<file path="src/rtl/cell_stim_sweeper.sv">
// Purpose : exhaustively sweeps a 1..4-input logic cell and checks its Y output against a truth table.
// Latency : DONE pulses 2^N_IN*(SETTLE+1) cycles after the START-accept edge.
// Backpres: none; START is only looked at in IDLE, and Y is sampled once per vector.
//
// Ports:
//   CLK      in   sole clock, rising edge
//   RN       in   synchronous active-low reset
//   START    in   sweep request (IDLE only)
//   Y        in   cell-under-test output, already synchronous to CLK
//   VEC      out  cell inputs A=VEC[0], B=VEC[1], C=VEC[2], D=VEC[3]
//   BUSY     out  high while driving or sampling a vector
//   DONE     out  one-cycle pulse at sweep end
//   ERRCNT   out  mismatch count, 0..16
//   FAIL     out  ERRCNT nonzero
//   FIRSTBAD out  VEC value of the first mismatch, 0 when none
//
// Build option: define SWEEP_GRAY_EN to sweep in reflected Gray order instead of binary.

module cell_stim_sweeper #(
    parameter int          N_IN   = 4,
    parameter int          SETTLE = 2,
    parameter logic [15:0] TT     = 16'h0777
) (
    input  logic       CLK,
    input  logic       RN,
    input  logic       START,
    input  logic       Y,
    output logic [3:0] VEC,
    output logic       BUSY,
    output logic       DONE,
    output logic [4:0] ERRCNT,
    output logic       FAIL,
    output logic [3:0] FIRSTBAD
);

    typedef enum logic [1:0] {
        S_IDLE   = 2'd0,
        S_DRIVE  = 2'd1,
        S_SAMPLE = 2'd2,
        S_DONE   = 2'd3
    } state_t;

    localparam logic [3:0] LAST_IDX    = 4'((1 << N_IN) - 1);
    localparam logic [3:0] SETTLE_LAST = 4'(SETTLE - 1);

    state_t     r_state;
    state_t     w_state_nxt;
    logic [3:0] r_idx;       // sequence position, always binary
    logic [3:0] r_cnt;       // settle counter within DRIVE
    logic [4:0] r_errcnt;
    logic [3:0] r_firstbad;

    logic [3:0] w_vec;
    logic       w_last;
    logic       w_busy;
    logic       w_done;
    logic       w_accept;
    logic       w_mismatch;

    // The index never exceeds 2^N_IN-1, so both mappings keep bits at or
    // above N_IN at zero without extra masking.
`ifdef SWEEP_GRAY_EN
    assign w_vec = r_idx ^ (r_idx >> 1);
`else
    assign w_vec = r_idx;
`endif

    assign w_last = (r_idx == LAST_IDX);

    always_ff @(posedge CLK) begin
        if (!RN) begin
            r_state <= S_IDLE;
        end else begin
            r_state <= w_state_nxt;
        end
    end

    always_comb begin
        w_state_nxt = r_state;
        w_busy      = 1'b0;
        w_done      = 1'b0;
        w_accept    = 1'b0;
        w_mismatch  = 1'b0;
        case (r_state)
            S_IDLE: begin
                if (START) begin
                    w_accept    = 1'b1;
                    w_state_nxt = S_DRIVE;
                end
            end
            S_DRIVE: begin
                w_busy = 1'b1;
                if (r_cnt == SETTLE_LAST) begin
                    w_state_nxt = S_SAMPLE;
                end
            end
            S_SAMPLE: begin
                w_busy      = 1'b1;
                // TT is indexed by the value actually on the pins, so Gray
                // order needs no table remapping.
                w_mismatch  = (Y != TT[w_vec]);
                w_state_nxt = w_last ? S_DONE : S_DRIVE;
            end
            S_DONE: begin
                w_done      = 1'b1;
                w_state_nxt = S_IDLE;
            end
            default: begin
                w_state_nxt = S_IDLE;
            end
        endcase
    end

    always_ff @(posedge CLK) begin
        if (!RN) begin
            r_idx      <= 4'd0;
            r_cnt      <= 4'd0;
            r_errcnt   <= 5'd0;
            r_firstbad <= 4'd0;
        end else begin
            case (r_state)
                S_IDLE: begin
                    if (w_accept) begin
                        r_idx      <= 4'd0;
                        r_cnt      <= 4'd0;
                        r_errcnt   <= 5'd0;
                        r_firstbad <= 4'd0;
                    end
                end
                S_DRIVE: begin
                    r_cnt <= (r_cnt == SETTLE_LAST) ? 4'd0 : r_cnt + 4'd1;
                end
                S_SAMPLE: begin
                    r_cnt <= 4'd0;
                    if (w_mismatch) begin
                        r_errcnt <= r_errcnt + 5'd1;
                        if (r_errcnt == 5'd0) begin
                            r_firstbad <= w_vec;
                        end
                    end
                    if (!w_last) begin
                        r_idx <= r_idx + 4'd1;
                    end
                end
                S_DONE: begin
                    r_idx <= 4'd0;
                end
                default: begin
                    r_idx <= 4'd0;
                end
            endcase
        end
    end

    assign VEC      = w_vec;
    assign BUSY     = w_busy;
    assign DONE     = w_done;
    assign ERRCNT   = r_errcnt;
    assign FAIL     = (r_errcnt != 5'd0);
    assign FIRSTBAD = r_firstbad;

endmodule
</file>
<file path="config.mk">
export PLATFORM = sky130hd
export DESIGN_NAME = cell_stim_sweeper
export DESIGN_NICKNAME = d
export VERILOG_FILES = /design/src/rtl/cell_stim_sweeper.sv
export SDC_FILE = /design/constraint.sdc
export NUM_CORES = 1
export LEC_CHECK = 0
export ABC_AREA = 1
export CAP_MARGIN = 20
export CORE_AREA = 5 5 49 72
export CTS_BUF_LIST = sky130_fd_sc_hd__clkbuf_4 sky130_fd_sc_hd__clkbuf_8
export DETAILED_ROUTE_END_ITERATION = 16
export DIE_AREA = 0 0 54 77
export PLACE_DENSITY = 0.68
export SYNTH_ARGS = -nofsm -noshare
export SYNTH_HDL_FRONTEND = slang
export SYNTH_SLANG_ARGS = --single-unit
export TNS_END_PERCENT = 100
</file>
<file path="constraint.sdc">
create_clock -name CLK -period 1.35 [get_ports CLK]
set_input_delay 0.3375 -clock CLK [delete_from_list [all_inputs] [get_ports CLK]]
set_output_delay 0.3375 -clock CLK [all_outputs]
set_load 0.005 [all_outputs]
</file>
# After elaboration in Yosys (flattened, before gate mapping)
# Memories as Yosys holds them, arrays and structs flattened. A register that Yosys moved wholly into a read port is not among the register bits.
# Cells that the tools add are included.
dict set report totals {
  reg_bits 19
  rom_bits 16
  input_bits 4
  out_inout_bits 16
  wordCells 57
  memories 1
}
# memory depth width rd rd_ports_with_merged_regs write_ports line
set mem_list {}
lappend mem_list {{(no name shown)} 16 1 1 1 0 101} ;# w_mismatch = (Y != TT[w_vec]);
dict set report classes {
  addsub 3
  magnitude_cmp 1
  n_eq_ne 12
  muxes 23
  reduce_logical 12
}
# operator n
set op_table {}
lappend op_table {{4-bit two-way mux} 7}
lappend op_table {{4-bit one-hot mux with 3 select lines} 2}
lappend op_table {{2-bit inequality test (second input constant)} 6}
lappend op_table {{5-bit two-way mux} 2}
lappend op_table {{5-bit one-hot mux with 2 select lines} 1}
lappend op_table {{4-bit by 1-bit adder with 4-bit output (second input constant)} 2}
lappend op_table {{2-bit one-hot mux with 4 select lines} 1}
lappend op_table {{4-bit one-hot mux with 2 select lines} 1}
lappend op_table {{1-bit two-way mux} 6}
lappend op_table {{2-bit two-way mux} 3}
lappend op_table {{3-bit AND reduction} 2}
lappend op_table {{3-bit nonzero test} 2}
lappend op_table {{5-bit by 1-bit adder with 5-bit output (second input constant)} 1}
lappend op_table {{5-bit zero test} 1}
lappend op_table {{4-bit by 5-bit < comparator with 1-bit output (second input constant)} 1}
lappend op_table {{5-bit nonzero test} 1}
lappend op_table {{2-bit == test (second input constant)} 2}
lappend op_table {{4-bit by 1-bit == test with 1-bit output (second input constant)} 1}
lappend op_table {{4-bit == test (second input constant)} 1}
lappend op_table {{2-bit AND reduction} 2}
lappend op_table {{4-bit AND reduction} 1}
lappend op_table {{2-bit by 1-bit == test with 1-bit output (second input constant)} 1}
lappend op_table {{2-bit zero test} 1}
lappend op_table {{2-bit nonzero test} 1}
lappend op_table {{other kinds (2)} 2}

# Logic depth before layout (Yosys ltp)
# Gate-level depths: netlist of the first run.
dict set report depth {
  ltp_word 6
  ltp_mapped 11
  ltp_nobuf 11
}

# Least setup slack after synthesis of the first run
# Ideal clock, no wire load.
dict set report synth_timing {
  path_kind {register to register}
  from {register r_state[0]}
  to {register r_firstbad[0], in the netlist FIRSTBAD[0]}
  setup_ns 0.113
  arrival_ns 1.292
  t_required_ns 1.237
  setup_slack_ns -0.055
  stages_incl_launch_ff 10
  n_path_buf 1
  path_cell_list {dfxtp_1 > inv_1 > ha_1 > buf_6 > nand3_1 > nand2_1 > nor2_4 > nand2_1 > nand2_1 > nor2_1}
}
dict set report synth_via {
  elab_chain_cells 4
}
# element line
set synth_rtl {}
lappend synth_rtl {{start, declared} 46} ;# state_t r_state;
lappend synth_rtl {{start signal, assigned} 74} ;# r_state <= w_state_nxt;
lappend synth_rtl {{2-bit == test / 2-bit zero test (equally long branches)} {84, 121}}
lappend synth_rtl {{1-bit two-way mux} 84} ;# case (r_state)
lappend synth_rtl {{2-bit inequality test (no source line)} -}
lappend synth_rtl {{4-bit AND reduction (no source line)} -}
lappend synth_rtl {{end signal, assigned} 138} ;# r_firstbad <= w_vec;
lappend synth_rtl {{end, declared} 51} ;# logic [3:0] r_firstbad;
# Several ways; a longest one is shown, not always the timed one.
# A chain may end at the register's enable or synchronous reset.

==> tab_implementation.tex, run 1 <==
\begin{tabular}{lr}
\hline
Metric & Value \\
\hline
\multicolumn{2}{l}{\textbf{Synthesis}} \\
Average footprint of a synthesized cell & 6.74 sq um \\
Most used DFF post-synth & sky130\_fd\_sc\_hd\_\_dfxtp\_1 \\
Area share of the largest cell type after synthesis & between 30\% and 40\% \\
Area of the mapped netlist & 0.00119 sq mm \\
Synthesized netlist net count & 191 \\
Post-synthesis cell type count & 27 \\
Synth async-reset ratio & 0\% \\
Number of synthesized flops with an enable pin & 0 \\
Most instantiated cells after synthesis & 54 x sky130\_fd\_sc\_hd\_\_nand2\_1, 27 x sky130\_fd\_sc\_hd\_\_nor2\_1, 23 x sky130\_fd\_sc\_hd\_\_inv\_1 \\
Synth warn & 0 \\
Synthesized flop and latch total & 20 \\
Cell types with the largest area share after synthesis & sky130\_fd\_sc\_hd\_\_dfxtp\_1 34\%, sky130\_fd\_sc\_hd\_\_nand2\_1 17\%, sky130\_fd\_sc\_hd\_\_ha\_1 10\% \\
Cell count after synthesis & roughly 180 \\
Share of synthesized area occupied by flip-flops and latches & 33.6\% \\
Most common cell in the netlist & sky130\_fd\_sc\_hd\_\_nand2\_1 \\
Library cell with the largest summed area after synthesis & sky130\_fd\_sc\_hd\_\_dfxtp\_1 \\
\multicolumn{2}{l}{\textbf{Clock tree}} \\
H-tree depth reported by CTS & 1 \\
Buffer cell driving the clock tree root & sky130\_fd\_sc\_hd\_\_clkbuf\_8 \\
Clock-pin slew reported for the worst setup and hold paths after clock tree synthesis & $\sim$0.07 ns \\
CTS tree & built \\
Clock buffers created by TritonCTS & 3 \\
Max clock buf depth & 2 \\
Insertion delay of the later-clocked pin in the worst-skew pair & between 0.2 and 0.3 ns \\
Quantity of hold-fixing buffers added after cts & 0 \\
Clk sink count & 20 \\
\multicolumn{2}{l}{\textbf{Cells and area}} \\
Fraction of final layout cells with drive strength greater than 1 & 48.0\% \\
Antenna diode count & 0 \\
Number of nets in the finished design & 244 \\
Total of fill cells in the finished design & 231 \\
Area grow syn2layout & 62.4\% \\
Count of placed standard cells in the final layout, fillers left out & 268 \\
\multicolumn{2}{l}{\textbf{Worst setup path}} \\
Crit path launch type & register \\
Reg2Reg Launch Point & r\_state[0]\$\_SDFFE\_PN0P\_ \\
CP arrival & 1.60 ns \\
Data required time at the worst endpoint & 1.51 ns \\
Highest fanout seen on the critical path & 4 \\
Setup slack on the worst flop-to-flop path & -0.09 ns \\
WS Path Type & reg2reg \\
Critical Path End Type & register \\
Length in cells of the worst reg-to-reg path & 11 \\
\multicolumn{2}{l}{\textbf{STA}} \\
Unrepaired setup endpoints after global routing & yes \\
Pins over their slew limit & 0 \\
Minimum clock period & 1.44 ns \\
Relative slew margins & 78.8\% \\
Worst slew pin tran & 0.315 ns \\
Fmax & 695 MHz \\
Final Hold Fails & 0 \\
PnR worst setup slack & -0.0883 ns \\
Number of setup violations in the final report & 3 \\
Setup total negative slack & -0.112 ns \\
Final worst clock skew & 0.00196 ns \\
Final worst-path cycle share & 107\% \\
Hold slack & just under 0.5 ns \\
\multicolumn{2}{l}{\textbf{GRT}} \\
Vias in the first global route & 1265 \\
Global-route wire length before repair & 5480 microns \\
Remaining global-route overflow & 0 \\
Antenna violations before repair & 0 \\
Largest net degree at the start of global routing & 12 \\
Combined global-route utilization of all metal layers & 17.5\% \\
\multicolumn{2}{l}{\textbf{Worst hold path}} \\
Hold/Removal Path Class & reg2reg \\
Worst-case hold path end point & FIRSTBAD[0]\$\_SDFFE\_PN0P\_ \\
Number of stages on the worst hold path & 2 \\
Startpoint of the lowest-slack hold path & FIRSTBAD[0]\$\_SDFFE\_PN0P\_ \\
\multicolumn{2}{l}{\textbf{Drt}} \\
1st-iter DRT viols & 21 \\
Ratio of routed vias to standard cells & roughly 4.7 \\
Via count & approximately 1.3k \\
Residual antenna-violating net count after detailed routing & 0 \\
First-pass iteration count of the detailed router & 4 \\
Remaining DRCs & 0 \\
Wire per inst & 12.6 microns \\
Wire length after detailed routing & about 3400 microns \\
\multicolumn{2}{l}{\textbf{Run status}} \\
Run status & finished, violations left \\
Failing checks & negative setup slack \\
\multicolumn{2}{l}{\textbf{Placement}} \\
Post-placement cell count & 259 \\
Post-detailed-placement half-perimeter wirelength & between 2000 and 2500 microns \\
Routability congestion estimate & 0.940 \\
Buffers added on ports & 19 \\
\multicolumn{2}{l}{\textbf{Floorplan}} \\
Area of the core & around 0.0029 sq mm \\
Floorplan die area & 0.00416 sq mm \\
Die extent in y & 77 microns \\
Starting Density & 41.8\% \\
Horiz. Die Dim & between 50 and 60 microns \\
Boundary pin count & 20 \\
Number of rows created at floorplan & 24 \\
\multicolumn{2}{l}{\textbf{Run}} \\
Maximum Capacitance Violations & 0 \\
\multicolumn{2}{l}{\textbf{Pwr}} \\
Final total power & roughly 3600 uW \\
Power per cell area & 1870 mW/mm\^{}2 \\
P\_leak & 0.000946 uW \\
VDD IR-drop max & 1.20 mV \\
\hline
\end{tabular}
worst max-delay path, cell delays in order (launching register included):
cell and delay (ns):
sky130_fd_sc_hd__dfxtp_2 0.34, sky130_fd_sc_hd__inv_2 0.05, sky130_fd_sc_hd__buf_6 0.13, sky130_fd_sc_hd__ha_4 0.17
sky130_fd_sc_hd__nand2_4 0.07, sky130_fd_sc_hd__nor2_2 0.05, sky130_fd_sc_hd__nor2_4 0.17, sky130_fd_sc_hd__nand2_2 0.07
sky130_fd_sc_hd__nand2_2 0.06, sky130_fd_sc_hd__nand2_2 0.07, sky130_fd_sc_hd__nor2_4 0.10, sky130_fd_sc_hd__nor2_2 0.04
kinds of logic after synthesis:
kind of cell               synth area share [%]
and+or+nand+nor                            36.2
buffers and inverters                      9.23
DFF                                        33.6
AOI/OAI and AO/OA                          8.29
adders and majority gates                  10.5
xor gates and xnor gates                   2.20
cells in the final DEF, fill, tap and decap left out, types with 2 or more instances in the layout:
| cell | count |
|---|---|
| sky130_fd_sc_hd__a21oi_2 | 5 |
| sky130_fd_sc_hd__buf_2 | 2 |
| sky130_fd_sc_hd__buf_4 | 26 |
| sky130_fd_sc_hd__buf_6 | 6 |
| sky130_fd_sc_hd__clkbuf_8 | 4 |
| sky130_fd_sc_hd__clkdlybuf4s15_1 | 2 |
| sky130_fd_sc_hd__clkdlybuf4s50_1 | 2 |
| sky130_fd_sc_hd__dfxtp_1 | 7 |
| sky130_fd_sc_hd__dfxtp_2 | 12 |
| sky130_fd_sc_hd__dlygate4sd2_1 | 12 |
| sky130_fd_sc_hd__ha_1 | 3 |
| sky130_fd_sc_hd__ha_2 | 2 |
| sky130_fd_sc_hd__ha_4 | 5 |
| sky130_fd_sc_hd__inv_1 | 15 |
| sky130_fd_sc_hd__inv_2 | 9 |
| sky130_fd_sc_hd__nand2_1 | 37 |
| sky130_fd_sc_hd__nand2_2 | 14 |
| sky130_fd_sc_hd__nand2_4 | 5 |
| sky130_fd_sc_hd__nand3_1 | 6 |
| sky130_fd_sc_hd__nand3_2 | 2 |
| sky130_fd_sc_hd__nor2_1 | 20 |
| sky130_fd_sc_hd__nor2_2 | 6 |
| sky130_fd_sc_hd__nor2_4 | 5 |
| sky130_fd_sc_hd__o21ai_0 | 5 |
| sky130_fd_sc_hd__o21ai_2 | 2 |
| sky130_fd_sc_hd__xor2_1 | 2 |
sequential cells by signal (all words and copies together), names as in the netlist, named ones only:
name and cells:
r_cnt 4, FIRSTBAD 4, ERRCNT 5, r_state 2
VEC 4
cell type report:
class                   count  area, sq um  share of cell area, %
well taps                  39         48.8                   2.52
inverters                  25         96.3                   4.97
repair buffers             50          418                   21.6
flip-flops and latches     20          419                   21.6
clock buffers               4         55.1                   2.84
multi-input cells         130          900                   46.4
layer usage:
layer | wire length [microns] | global-route usage (%) | up-vias | part of all wire (%)
li1 | - | - | 650 | -
met1 | 1290 | 18.1 | 577 | 38
met2 | 1910 | 31.8 | 24 | 56
met3 | 111 | 2.71 | 9 | 3.3
met4 | 76 | 8.98 | 0 | 2.2
met5 | 0 | 0 | - | 0
metrics by stage:
| step | setup slack [ns] | area [sq um] | utilization, % |
|---|---|---|---|
| 4_1_cts | -0.0588 | 1810 | 63.6 |
| 3_5_place_dp | -0.367 | 1620 | 56.8 |
| 5_1_grt | -0.148 | 1940 | 67.9 |
| 2_1_floorplan | 0.0192 | 1200 | - |
| 3_3_place_gp | -0.365 | 1620 | 56.8 |
| 6_report | -0.0883 | 1940 | 67.9 |
power by group:
group / internal, uW / switching [uW]
registers: 756 / 93.6
clock network: 260 / 199
logic: 1080 / 1230
timing repair:
action | 4_1_cts | 5_1_grt
pin swaps | 13 | 21
buffers inserted | 4 | 2
gates resized for setup | 77 | 34
endpoints found under the setup margin | 36 | 24
worst max path at each step:
stage,cells past startpoint,slack [ns],start,to
2_1_floorplan,10,0.02,r_state[0]$_SDFFE_PN0P_,register
3_3_place_gp,10,-0.37,START,register
3_5_place_dp,10,-0.37,START,register
4_1_cts,12,-0.06,r_state[0]$_SDFFE_PN0P_,register
5_1_grt,11,-0.15,r_state[0]$_SDFFE_PN0P_,register
6_report,11,-0.09,r_state[0]$_SDFFE_PN0P_,register
Power figures use the tool's default switching activity.
==> inputs of run 2 (changes only) <==
--- a/config.mk
+++ b/config.mk
@@ -7,11 +7,12 @@
 export LEC_CHECK = 0
 export ABC_AREA = 1
 export CAP_MARGIN = 20
-export CORE_AREA = 5 5 49 72
+export CORE_AREA = 5 5 66 53
 export CTS_BUF_LIST = sky130_fd_sc_hd__clkbuf_4 sky130_fd_sc_hd__clkbuf_8
 export DETAILED_ROUTE_END_ITERATION = 16
-export DIE_AREA = 0 0 54 77
-export PLACE_DENSITY = 0.68
+export DIE_AREA = 0 0 71 58
+export GPL_ROUTABILITY_DRIVEN = 0
+export PLACE_DENSITY = 0.7
 export SYNTH_ARGS = -nofsm -noshare
 export SYNTH_HDL_FRONTEND = slang
 export SYNTH_SLANG_ARGS = --single-unit
==> tab_implementation.tex, run 2 (synthesis gave the netlist of run 1 again) <==
\begin{tabular}{lr}
\hline
Metric & Value \\
\hline
\multicolumn{2}{l}{\textbf{Run status}} \\
Run status & finished, violations left \\
Failing checks & negative setup slack \\
\multicolumn{2}{l}{\textbf{STA}} \\
Worst slew pin tran & 0.273 ns \\
Setup total negative slack & -0.473 ns \\
Unrepaired setup endpoints after global routing & yes \\
Pins over their slew limit & 0 \\
Hold slack & just under 0.5 ns \\
PnR worst setup slack & -0.0967 ns \\
Final worst-path cycle share & 107\% \\
Final worst clock skew & 0.00797 ns \\
Minimum clock period & 1.45 ns \\
Fmax & 691 MHz \\
Final Hold Fails & 0 \\
Relative slew margins & 81.6\% \\
Number of setup violations in the final report & 16 \\
\multicolumn{2}{l}{\textbf{GRT}} \\
Remaining global-route overflow & 0 \\
Largest net degree at the start of global routing & 12 \\
Antenna violations before repair & 0 \\
Combined global-route utilization of all metal layers & 16.7\% \\
Global-route wire length before repair & 5620 microns \\
Vias in the first global route & 1288 \\
\multicolumn{2}{l}{\textbf{Drt}} \\
First-pass iteration count of the detailed router & 4 \\
Residual antenna-violating net count after detailed routing & 0 \\
Wire per inst & 13.7 microns \\
Ratio of routed vias to standard cells & around 4.9 \\
1st-iter DRT viols & 93 \\
Via count & roughly 1.3k \\
Remaining DRCs & 0 \\
Wire length after detailed routing & roughly 3600 microns \\
\multicolumn{2}{l}{\textbf{Clock tree}} \\
Insertion delay of the later-clocked pin in the worst-skew pair & 0.27 ns \\
Clock buffers created by TritonCTS & 3 \\
Buffer cell driving the clock tree root & sky130\_fd\_sc\_hd\_\_clkbuf\_8 \\
CTS tree & built \\
Max clock buf depth & 2 \\
Clock-pin slew reported for the worst setup and hold paths after clock tree synthesis & $\sim$0.080 ns \\
H-tree depth reported by CTS & 1 \\
Clk sink count & 20 \\
\multicolumn{2}{l}{\textbf{Pwr}} \\
VDD IR-drop max & 1.45 mV \\
Final total power & 3740 uW \\
Power per cell area & 1940 mW/mm\^{}2 \\
P\_leak & around 0.00095 uW \\
\multicolumn{2}{l}{\textbf{Placement}} \\
Buffers added on ports & 19 \\
Pre-CTS setup slack & -0.270 ns \\
Post-detailed-placement half-perimeter wirelength & 2260 microns \\
\multicolumn{2}{l}{\textbf{Run}} \\
Maximum Capacitance Violations & 0 \\
\multicolumn{2}{l}{\textbf{Floorplan}} \\
Boundary pin count & 20 \\
Floorplan die area & 0.00412 sq mm \\
Die extent in y & 58 microns \\
Horiz. Die Dim & 71 microns \\
Number of rows created at floorplan & 17 \\
Area of the core & 0.00281 sq mm \\
Starting Density & 42.5\% \\
\multicolumn{2}{l}{\textbf{Worst setup path}} \\
Peak per-stage delay on the critical path & 0.35 ns \\
Length in cells of the worst reg-to-reg path & 12 \\
CP arrival & $\sim$1.6 ns \\
Critical Path End Type & register \\
WS Path Type & reg2reg \\
Critical path cell sequence & inv\_2 -> buf\_6 -> ha\_4 -> nand2\_4 -> inv\_4 -> nand2\_4 -> nand2\_4 -> nand2\_1 -> nand2\_1 -> nand2\_1 -> buf\_4 -> inv\_1 \\
Crit path launch type & register \\
Highest fanout seen on the critical path & 4 \\
CP max stage cell & sky130\_fd\_sc\_hd\_\_dfxtp\_2 \\
Setup slack on the worst flop-to-flop path & -0.1 ns \\
Data required time at the worst endpoint & 1.52 ns \\
\multicolumn{2}{l}{\textbf{Worst hold path}} \\
Number of stages on the worst hold path & 2 \\
Hold/Removal Path Class & reg2reg \\
\multicolumn{2}{l}{\textbf{Cells and area}} \\
Most common cell after layout, fill and taps aside & sky130\_fd\_sc\_hd\_\_nand2\_1 \\
Flip-flop count of the largest register after layout & 5 \\
Fraction of final layout cells with drive strength greater than 1 & between 40\% and 50\% \\
Total of fill cells in the finished design & 221 \\
Antenna diode count & 0 \\
Most used cells in the layout excluding fill and tap cells & 39 x sky130\_fd\_sc\_hd\_\_nand2\_1, 26 x sky130\_fd\_sc\_hd\_\_buf\_4, 23 x sky130\_fd\_sc\_hd\_\_nor2\_1 \\
Number of nets in the finished design & 244 \\
Area grow syn2layout & 62.0\% \\
\hline
\end{tabular}
-- run 2: routing by layer --
layer	global-route usage, %	wire length [microns]	vias to the layer above	share of wire [%]
met4	6.70	95	0	2.6
met1	20.2	1530	591	42
met3	3.99	168	12	4.6
met5	0	0	-	0
li1	-	-	648	-
met2	28.7	1850	44	51
-- run 2: final timing paths --
path,start,endpoint
min reg2reg,FIRSTBAD[3]$_SDFFE_PN0P_,FIRSTBAD[3]$_SDFFE_PN0P_
min,FIRSTBAD[3]$_SDFFE_PN0P_,FIRSTBAD[3]$_SDFFE_PN0P_
max,r_state[0]$_SDFFE_PN0P_,VEC[0]$_SDFFE_PN0N_
max reg2reg,r_state[0]$_SDFFE_PN0P_,VEC[0]$_SDFFE_PN0N_
-- run 2: cell type report --
cell class | count | area, sq um | share of cell area [%]
sequential | 20 | 417 | 21.6
timing repair buffer | 50 | 420 | 21.8
multi-input combinational | 130 | 891 | 46.1
tap | 38 | 47.5 | 2.46
inverter | 25 | 101 | 5.25
clock buffer | 4 | 55.1 | 2.85
-- run 2: report_power, final --
group	switching (uW)	leakage [uW]	total, uW	internal (uW)
combinational	1270	0.000749	2400	1130
sequential	92.3	0.000169	852	759
clock	222	0.0000288	482	261
total	1580	0.000947	3740	2150
-- run 2: timing repair --
item | CTS | global route
endpoints found under the hold margin | 0 | 0
endpoints found under the setup margin | 36 | 24
gates resized for setup | 69 | 37
setup buffers | 3 | 5
hold buffers | 0 | 0
pin swaps | 15 | 19
-- run 2: per-stage QoR --
stage / cells / cell area (sq um) / utilization (%)
global placement: 256 / 1600 / 57.1
finish: 267 / 1930 / 68.8
floorplan: 177 / 1200 / -
CTS: 262 / 1780 / 63.3
global route: 267 / 1930 / 68.8
detailed placement: 256 / 1600 / 57.1
-- run 2: worst max-delay path: cells and delay by family, from the launching register on --
| kind | cells | cell delay [ns] |
|---|---|---|
| adder cells (fa/ha/maj) | 1 | 0.17 |
| AND/OR/NAND/NOR | 6 | 0.46 |
| flip-flops | 1 | 0.35 |
| buffers and inverters | 5 | 0.37 |
